<file path="config.mk">
export PLATFORM = sky130hd
export DESIGN_NAME = fpu_seq_flat
export DESIGN_NICKNAME = d
export VERILOG_FILES = /design/src/rtl/fpu_seq_if.sv /design/src/rtl/fpu_seq.sv /design/src/flat_wrapper.sv
export SDC_FILE = /design/constraint.sdc
export NUM_CORES = 1
export LEC_CHECK = 0
export BUFFER_PORTS_ARGS = -buffer_cell sky130_fd_sc_hd__buf_2
export CAP_MARGIN = 40
export CORE_MARGIN = 2
export CORE_UTILIZATION = 31
export DETAILED_ROUTE_END_ITERATION = 6
export GPL_ROUTABILITY_DRIVEN = 0
export PLACE_DENSITY = 0.55
export SLEW_MARGIN = 25
export SYNTH_ARGS = -nofsm -noshare
export SYNTH_HDL_FRONTEND = slang
export SYNTH_SLANG_ARGS = --single-unit
</file>
<file path="constraint.sdc">
create_clock -name clk -period 5.6 [get_ports clk]
set_input_delay 0.56 -clock clk [delete_from_list [all_inputs] [get_ports clk]]
set_output_delay 0.56 -clock clk [all_outputs]
set_load 0.05 [all_outputs]
</file>
<file path="src/rtl/fpu_seq_if.sv">
// Handshaked operand/result bus for fpu_seq: operands in (valid/ready), result and flags out (valid/ready).
interface fpu_seq_if #(
    parameter int EXP_W = 8,
    parameter int MAN_W = 24
);
    localparam int OP_W  = EXP_W + MAN_W;
    localparam int RES_W = EXP_W + 2 * MAN_W;

    logic [OP_W-1:0]  opA;
    logic [OP_W-1:0]  opB;
    logic [1:0]       opcode;
    logic             in_valid;
    logic             in_ready;
    logic [RES_W-1:0] result;
    logic             overflow_flag;
    logic             ok_exp_flag;
    logic             illegal_flag;
    logic             out_valid;
    logic             out_ready;

    modport master (
        output opA, opB, opcode, in_valid, out_ready,
        input  in_ready, result, overflow_flag, ok_exp_flag, illegal_flag, out_valid
    );

    modport slave (
        input  opA, opB, opcode, in_valid, out_ready,
        output in_ready, result, overflow_flag, ok_exp_flag, illegal_flag, out_valid
    );
endinterface

</file>
<file path="src/rtl/fpu_seq.sv">
// Sequential FPU on {exp, two's-complement mantissa} operands: aligned add/sub and
// a shift-add signed multiplier, one operation in flight at a time.
module fpu_seq #(
    parameter int EXP_W = 8,
    parameter int MAN_W = 24
) (
    input  logic     clk,
    input  logic     reset,
    fpu_seq_if.slave bus
);
    localparam int CNT_W = $clog2(MAN_W);

    typedef enum logic [2:0] {S_IDLE, S_ALIGN, S_ADDSUB, S_MUL, S_FIX, S_DONE} state_t;

    state_t state, next_state;

    logic [EXP_W-1:0]        exp_a, exp_b, emax;
    logic signed [MAN_W-1:0] man_a, man_b;
    logic                    is_sub;
    logic [MAN_W-1:0]        mag_a, mag_b;
    logic                    sgn;
    logic [CNT_W-1:0]        cnt;
    logic [2*MAN_W-1:0]      acc;
    logic signed [MAN_W:0]   al_a, al_b;

    logic                    accept;
    logic                    a_big;
    logic [EXP_W-1:0]        d;
    logic signed [MAN_W-1:0] sh_a, sh_b;
    logic signed [MAN_W:0]   sum;
    logic [2*MAN_W-1:0]      prod;
    logic [EXP_W:0]          esum;

    function automatic logic signed [MAN_W-1:0] asr(input logic signed [MAN_W-1:0] m,
                                                     input logic [EXP_W-1:0] sh);
        if (32'(sh) >= MAN_W) return {MAN_W{m[MAN_W-1]}};
        return m >>> sh;
    endfunction

    function automatic logic [MAN_W-1:0] mag(input logic signed [MAN_W-1:0] m);
        // -2^(MAN_W-1) negates to itself, which read unsigned is exactly its magnitude
        return m[MAN_W-1] ? MAN_W'(-m) : MAN_W'(m);
    endfunction

    assign accept = bus.in_valid && bus.in_ready;

    always_comb begin
        a_big = (exp_a >= exp_b);
        d     = a_big ? (exp_a - exp_b) : (exp_b - exp_a);
        sh_a  = a_big ? man_a : asr(man_a, d);
        sh_b  = a_big ? asr(man_b, d) : man_b;
        sum   = al_a + al_b;
        prod  = sgn ? -acc : acc;
        esum  = {1'b0, exp_a} + {1'b0, exp_b};
    end

    always_ff @(posedge clk) begin
        if (reset) state <= S_IDLE;
        else       state <= next_state;
    end

    always_comb begin
        next_state = state;
        case (state)
            S_IDLE: if (accept) begin
                case (bus.opcode)
                    2'b10:   next_state = S_MUL;
                    2'b11:   next_state = S_DONE;
                    default: next_state = S_ALIGN;
                endcase
            end
            S_ALIGN:  next_state = S_ADDSUB;
            S_ADDSUB: next_state = S_DONE;
            S_MUL:    if (cnt == CNT_W'(MAN_W - 1)) next_state = S_FIX;
            S_FIX:    next_state = S_DONE;
            S_DONE:   if (bus.out_ready) next_state = S_IDLE;
            default:  next_state = S_IDLE;
        endcase
    end

    always_comb begin
        bus.in_ready  = (state == S_IDLE);
        bus.out_valid = (state == S_DONE);
    end

    always_ff @(posedge clk) begin
        if (reset) begin
            exp_a <= '0; exp_b <= '0; emax <= '0;
            man_a <= '0; man_b <= '0; is_sub <= 1'b0;
            mag_a <= '0; mag_b <= '0; sgn <= 1'b0;
            cnt   <= '0; acc <= '0;
            al_a  <= '0; al_b <= '0;
            bus.result        <= '0;
            bus.overflow_flag <= 1'b0;
            bus.ok_exp_flag   <= 1'b0;
            bus.illegal_flag  <= 1'b0;
        end else begin
            case (state)
                S_IDLE: if (accept) begin
                    exp_a  <= bus.opA[EXP_W+MAN_W-1:MAN_W];
                    exp_b  <= bus.opB[EXP_W+MAN_W-1:MAN_W];
                    man_a  <= bus.opA[MAN_W-1:0];
                    man_b  <= bus.opB[MAN_W-1:0];
                    is_sub <= bus.opcode[0];
                    mag_a  <= mag(bus.opA[MAN_W-1:0]);
                    mag_b  <= mag(bus.opB[MAN_W-1:0]);
                    sgn    <= bus.opA[MAN_W-1] ^ bus.opB[MAN_W-1];
                    cnt    <= '0;
                    acc    <= '0;
                    if (bus.opcode == 2'b11) begin
                        bus.result        <= '0;
                        bus.overflow_flag <= 1'b0;
                        bus.ok_exp_flag   <= 1'b0;
                        bus.illegal_flag  <= 1'b1;
                    end
                end
                S_ALIGN: begin
                    emax <= a_big ? exp_a : exp_b;
                    al_a <= {sh_a[MAN_W-1], sh_a};
                    // one extra bit so negating -2^(MAN_W-1) cannot wrap
                    al_b <= is_sub ? -{sh_b[MAN_W-1], sh_b} : {sh_b[MAN_W-1], sh_b};
                end
                S_ADDSUB: begin
                    bus.result        <= {emax, {(MAN_W-1){sum[MAN_W]}}, sum};
                    bus.overflow_flag <= sum[MAN_W] ^ sum[MAN_W-1];
                    bus.ok_exp_flag   <= 1'b1;
                    bus.illegal_flag  <= 1'b0;
                end
                S_MUL: begin
                    if (mag_b[cnt]) acc <= acc + ({{MAN_W{1'b0}}, mag_a} << cnt);
                    cnt <= cnt + 1'b1;
                end
                S_FIX: begin
                    bus.result        <= {esum[EXP_W-1:0], prod};
                    bus.overflow_flag <= 1'b0;
                    bus.ok_exp_flag   <= ~esum[EXP_W];
                    bus.illegal_flag  <= 1'b0;
                end
                default: ;
            endcase
        end
    end
endmodule

</file>
<file path="src/flat_wrapper.sv">
// flat-port wrapper written by rule: the top's interface ports become plain ports
module fpu_seq_flat 
#(
    parameter int EXP_W = 8,
    parameter int MAN_W = 24
)
  (clk, reset, bus_opA, bus_opB, bus_opcode, bus_in_valid, bus_out_ready, bus_in_ready, bus_result, bus_overflow_flag, bus_ok_exp_flag, bus_illegal_flag, bus_out_valid);
  fpu_seq_if #(.EXP_W(EXP_W), .MAN_W(MAN_W)) bus_i ();
  input  logic clk;
  input  logic reset;
  input wire logic [$bits(bus_i.opA)-1:0] bus_opA;
  input wire logic [$bits(bus_i.opB)-1:0] bus_opB;
  input wire logic [$bits(bus_i.opcode)-1:0] bus_opcode;
  input wire logic [$bits(bus_i.in_valid)-1:0] bus_in_valid;
  input wire logic [$bits(bus_i.out_ready)-1:0] bus_out_ready;
  output wire logic [$bits(bus_i.in_ready)-1:0] bus_in_ready;
  output wire logic [$bits(bus_i.result)-1:0] bus_result;
  output wire logic [$bits(bus_i.overflow_flag)-1:0] bus_overflow_flag;
  output wire logic [$bits(bus_i.ok_exp_flag)-1:0] bus_ok_exp_flag;
  output wire logic [$bits(bus_i.illegal_flag)-1:0] bus_illegal_flag;
  output wire logic [$bits(bus_i.out_valid)-1:0] bus_out_valid;
  assign bus_i.opA = bus_opA;
  assign bus_i.opB = bus_opB;
  assign bus_i.opcode = bus_opcode;
  assign bus_i.in_valid = bus_in_valid;
  assign bus_i.out_ready = bus_out_ready;
  assign bus_in_ready = bus_i.in_ready;
  assign bus_result = bus_i.result;
  assign bus_overflow_flag = bus_i.overflow_flag;
  assign bus_ok_exp_flag = bus_i.ok_exp_flag;
  assign bus_illegal_flag = bus_i.illegal_flag;
  assign bus_out_valid = bus_i.out_valid;
  fpu_seq #(.EXP_W(EXP_W), .MAN_W(MAN_W)) u_core (.clk(clk), .reset(reset), .bus(bus_i));
endmodule
</file>
==> results of run 1 <==
==> path summary, 6_finish.rpt <==
check	startpoint	endpoint	depth (start not counted)
setup / recovery	u_core.exp_a[0]	u_core.al_b[18]	18
hold / removal	bus_opA[28]	u_core.exp_a[4]	3
setup reg to reg	u_core.exp_a[0]	u_core.al_b[18]	18
hold reg to reg	u_core.al_b[5]	u_core.al_b[5]	2
==> flip-flops by register name (all words and copies together) (netlist names), 3 cells and up <==
signal             flops
u_core.acc            48
u_core.bus.result     56
u_core.exp_b           8
u_core.state           3
u_core.al_b           25
u_core.man_b          23
u_core.exp_a           8
u_core.mag_a          24
u_core.al_a           24
u_core.man_a          23
u_core.mag_b          24
u_core.emax            8
u_core.cnt             5
==> report_power, final <==
part | internal [mW] | switching (mW)
sequential | 2.32 | 0.311
clock | 1.72 | 1.01
combinational | 2.16 | 4.19
total | 6.20 | 5.51
==> synthesized netlist by cell type (40+ instances only) <==
master / number / share of area, %
a22oi_1: 40 / 1.4
nand2_1: 389 / 6.7
clkbuf_1: 156 / 2.7
nand3_1: 76 / 1.7
mux2i_1: 83 / 3.8
xnor2_1: 97 / 3.9
a211oi_1: 107 / 3.7
nor2_1: 323 / 5.5
xor2_1: 72 / 2.9
dfxtp_1: 284 / 26
ha_1: 99 / 5.7
nor3_1: 59 / 1.3
o21ai_0: 128 / 2.9
inv_1: 56 / 0.96
a21oi_1: 238 / 5.4
==> layout make-up <==
cell class	count	area share, %
inverter	58	0.865
tap	940	4.67
antenna	1	0.00994
timing repair buffer	231	5.76
clock inverter	20	1.42
multi-input combinational	2326	60.6
clock buffer	46	4.05
sequential	284	22.6
==> repair_timing <==
action | in CTS | in global routing
buffers inserted | 0 | 1
gates resized for setup | 0 | 10
setup endpoints to repair | 0 | 7
==> cells by family after synthesis <==
| logic type | share of synthesized area (%) |
|---|---|
| xor+xnor | 6.76 |
| fa+ha+maj | 6.12 |
| compound gates | 26.2 |
| flops | 26.0 |
| simple gates | 21.9 |
| mux | 8.42 |
| buf+inv | 4.69 |
==> layer usage <==
metal | track usage, % | vias to the layer above | wire length (µm)
li1 | - | 10700 | -
met1 | 27.0 | 10100 | 34500
met2 | 34.4 | 625 | 35700
met3 | 2.65 | 122 | 3950
met4 | 5.38 | 0 | 1910
met5 | 0 | - | 0
==> critical path: cells and delay by family, from the launching register on <==
family,cells,cell delay (ns)
buf+inv,2,0.29
mux,1,0.28
fa+ha+maj,2,0.67
simple gates,7,2.09
flops,1,0.40
compound gates,6,1.57
==> metrics by stage <==
| step | utilization [%] | hold WS [ns] | setup slack (ns) |
|---|---|---|---|
| global route | 35.9 | 0.242 | 0.00248 |
| CTS | 35.8 | 0.213 | 0.180 |
| global placement | 33.8 | 0.442 | 0.296 |
| floorplan | - | 0.429 | 0.148 |
| finish | 36.0 | 0.239 | 0.213 |
| detailed placement | 33.9 | 0.449 | 0.211 |
==> flow_summary_export.csv, run 1 <==
group,metric,value,unit
synth,ys.flop_type,"dfxtp_1",
synth,synth-seq-cells,284,
outcome,violations,"design-rule violations",
setup_path,cp_slowest_stage_delay,0.53,ns
drt,drt_iter0_drc,1810,
sta,setup_viol,0,
sta,rsz0062_at_grt,"false",
power_and_ir_drop,total_power,11.7,mW
layout,area_growth,15.0,%
global_routing,grt_use_total,20.3,%
layout,fin_area,25200,µm²
layout,ff_latch_area,5690,µm²
outcome,status,"finished with violations",
drt,ant_nets,0,
sta,min_period_over_period,96.2,%
die,die_h,270,µm
synth,async_flop_share,0,%
setup_path,critPathCaptureType,"register",
drt,wl_per_cell,19.5,µm
global_routing,antenna_found_initial,0,
sta,fin_setup_tns,0,ns
setup_path,cp_slowest_cell,"a2111o_1",
layout,nets,3111,
drt,vias,21500,
power_and_ir_drop,p_leak,9.97,nW
clock_tree,cts_max_path_buffers,3,
setup_path,cp_cell_sequence,"inv_1 -> ha_1 -> fa_1 -> nand2b_1 -> a21o_1 -> a21o_4 -> nand3_1 -> nand3_1 -> nand2_1 -> o21ai_1 -> mux2_2 -> a22o_1 -> a2111o_1 -> nor4_4 -> buf_4 -> nand3_2 -> or4_1 -> a31oi_1",
sta,max-slew-margin-rel,42.6,%
clock_tree,cts_hold_buf,0,
global_routing,grt_pass1_vias,20200,
synth,avgSynthCellArea,7.63,µm²
die,core,70000,µm²
die,die_area,72800,µm²
sta,tightest_slew,0.854,ns
layout,fin_cells,3906,
sta,hold_viol,0,
min_path,hp-class,"primary input to register",
setup_path,critPathMostFrequentCell,"nand3_1",
die,start_util,31.3,%
clock_tree,tritoncts,"done",
clock_tree,insertion_delay,0.56,ns
drt,routed_wl,76000,µm
drt,drc,1,
drt,via_per_inst,5.51,
setup_path,crit_type,"register to register",
global_routing,grt_pass1_wl,119000,µm
placement,dp_hpwl,58100,µm
power_and_ir_drop,power_density,465,nW/µm²
setup_path,worstPathMaxFanout,13,
job,maxCapViolCount,0,
global_routing,grt_max_degree,96,
setup_path,start_kind,"register",
clock_tree,cts.sinks,284,
synth,synth_edf_count,0,
layout,mostFrequentLayoutCells,"386 x nand2_1, 318 x nor2_1, 282 x dfxtp_1",
clock_tree,cts_buffers,36,
global_routing,overflow,0,
synth,syn_nets,3044,
sta,min_period,5.39,ns
synth,yosysWarnings,0,
setup_path,reg2reg_slack,0.21,ns
sta,finalMaxSlewViolations,0,
synth,synth.distinct_cells,97,
clock_tree,cts_root_buf,"clkbuf_16",
setup_path,cp.required,6.08,ns
die,die_x,270,µm
layout,final_common_cell,"nand2_1",
sta,max_freq,0.186,GHz
die,row_count,97,
drt,first_pass_iters,7,
layout,filler_cell_count,7432,
clock_tree,clk_pin_slew,0.07,ns
synth,mappedNetlistArea,21900,µm²
layout,multiInputGateArea,15300,µm²
power_and_ir_drop,ir_worst_vdd,0.000272,V
placement,port_buffers,130,
setup_path,critPathArrivalTime,5.87,ns
placement,place_area,23700,µm²
die,io_pins,131,
synth,ys_seq_area_share,26.0,%
synth,syn_inst,2870,
sta,finClkSkew,0.0163,ns
clock_tree,cts_max_level,2,
placement,numPlacedInstances,3836,
layout,drive_above_1_share,13.9,%
(Power assumes the default switching activity.)
==> run 2: changes to the inputs <==
Clock period 5.6 ns to 4.45 ns, I/O delays scaled along.
==> run 2 against run 1 <==
Utilization up 6.5 points. Sequential cell count did not move. Largest power group unchanged. First-iteration DRC count rose by 12%. Fmax is 19% higher. Register-to-register slack worse by 0.30 ns. The flow finishes with violations (negative setup slack). Via count rose by 9.2%. Count of clock-buffer cells in the layout down 1. Global-route usage increased by 1.4 points.
==> flow_summary_export.csv, run 2 (synthesized netlist as in run 1, its figures left out) <==
group,metric,value,unit
sta,max_freq,0.221,GHz
global_routing,antenna_found_initial,1,
layout,filler_cell_count,7090,
clock_tree,cts.sinks,284,
placement,place_area,26200,µm²
die,die_area,72800,µm²
sta,finalMaxSlewViolations,0,
clock_tree,cts_hold_buf,0,
global_routing,grt_max_degree,83,
clock_tree,cts_max_level,2,
drt,via_per_inst,5.49,
clock_tree,clk_pin_slew,0.06,ns
setup_path,crit_type,"register to register",
min_path,hp-class,"primary input to register",
drt,ant_nets,0,
layout,largest_reg_flops,56,
global_routing,grt_pass1_wl,128000,µm
layout,fin_cells,4282,
setup_path,cp.required,4.89,ns
power_and_ir_drop,power_density,588,nW/µm²
layout,drive_above_1_share,30.2,%
die,io_pins,131,
power_and_ir_drop,p_leak,12.2,nW
setup_path,critPathArrivalTime,4.97,ns
die,die_x,270,µm
die,start_util,31.3,%
drt,wl_per_cell,19.3,µm
outcome,violations,"negative setup slack",
layout,largestRegisters,"u_core.bus.result: 56 flops, u_core.acc: 48 flops, u_core.al_b: 25 flops",
layout,fin_area,29700,µm²
sta,timing.final.ws_setup,-0.0837,ns
layout,regMostFlops,"u_core.bus.result",
layout,final_common_cell,"buf_4",
clock_tree,insertion_delay,0.57,ns
setup_path,start_kind,"register",
power_and_ir_drop,ir_worst_vdd,0.000329,V
global_routing,overflow,0,
sta,hold_viol,0,
sta,min_period_over_period,102,%
placement,numPlacedInstances,4152,
clock_tree,tritoncts,"done",
placement,place_ws,-0.619,ns
drt,first_pass_iters,6,
die,core,70000,µm²
clock_tree,cts_root_buf,"clkbuf_16",
placement,port_buffers,130,
sta,setup_viol,12,
global_routing,grt_use_total,21.7,%
sta,max-slew-margin-rel,43.8,%
sta,rsz0062_at_grt,"true",
layout,nets,3494,
layout,area_growth,35.8,%
job,maxCapViolCount,0,
sta,finClkSkew,0.0257,ns
global_routing,grt_pass1_vias,22000,
drt,drc,0,
die,die_h,270,µm
die,row_count,97,
setup_path,worstPathMaxFanout,6,
sta,fin_setup_tns,-0.542,ns
drt,vias,23500,
setup_path,critPathCaptureType,"register",
clock_tree,cts_buffers,35,
clock_tree,cts_max_path_buffers,3,
layout,antenna_cells,0,
outcome,status,"finished with violations",
placement,dp_hpwl,62700,µm
drt,routed_wl,82700,µm
drt,drt_iter0_drc,2026,
sta,tightest_slew,0.843,ns
layout,mostFrequentLayoutCells,"437 x buf_4, 374 x nand2_1, 307 x nor2_1",
sta,min_period,4.53,ns
==> run 2: stage by stage <==
step	utilization [%]	power (mW)	hold WS, ns
after floorplan	-	8.85	0.429
after global placement	37.5	12.8	0.452
after detailed placement	37.5	12.8	0.452
after CTS	40.8	16.6	0.116
after global routing	42.5	18.4	0.136
final	42.5	17.5	0.133
==> run 2: power by group <==
group          switching [mW]  internal [mW]  total (mW)
Sequential              0.370           2.92        3.29
Clock                    1.21           1.90        3.10
Combinational            6.28           4.81        11.1
Total                    7.86           9.63        17.5
==> run 2: worst paths after layout <==
kind	cells after the start	end	from	slack, ns
min	3	u_core.exp_a[1]	bus_opA[25]	0.13
max	19	u_core.al_b[21]	u_core.exp_b[0]	-0.08
min reg2reg	2	u_core.mag_b[14]	u_core.mag_b[14]	0.47
max reg2reg	19	u_core.al_b[21]	u_core.exp_b[0]	-0.08
==> run 2: worst max-delay path, cell delays in order (launching register included) <==
cell	delay, ns
dfxtp_4	0.36
ha_4	0.17
fa_2	0.35
nand2b_4	0.15
a21o_4	0.22
a21o_4	0.23
and3_4	0.16
nor3_4	0.29
buf_4	0.19
o211ai_1	0.15
a21oi_2	0.24
buf_4	0.15
a311oi_1	0.06
o31ai_2	0.35
nand2_2	0.12
nor4_4	0.32
buf_4	0.19
nand4_1	0.12
or3_1	0.33
a211o_1	0.26
==> run 2: metal layers <==
metal / global-route usage (%) / up-vias / routed length, µm
met3: 2.47 / 186 / 4330
met4: 7.49 / 2 / 3110
met1: 29.0 / 11100 / 36100
li1: - / 11400 / -
met2: 36.1 / 770 / 39100
met5: 0 / - / 14
==> run 2: layout make-up <==
type,count,area [µm²],share of cell area [%]
multi-input combinational,2326,16800,56.5
sequential,284,5700,19.2
timing repair buffer,615,4630,15.6
tap,940,1180,3.96
clock buffer,45,975,3.28
clock inverter,14,244,0.821
inverter,58,223,0.749
==> run 2: timing repair <==
item,4_1_cts,5_1_grt
cloned,2,2
pin swaps,103,93
gates resized for setup,173,183
setup endpoints to repair,33,57
buffers inserted,34,38
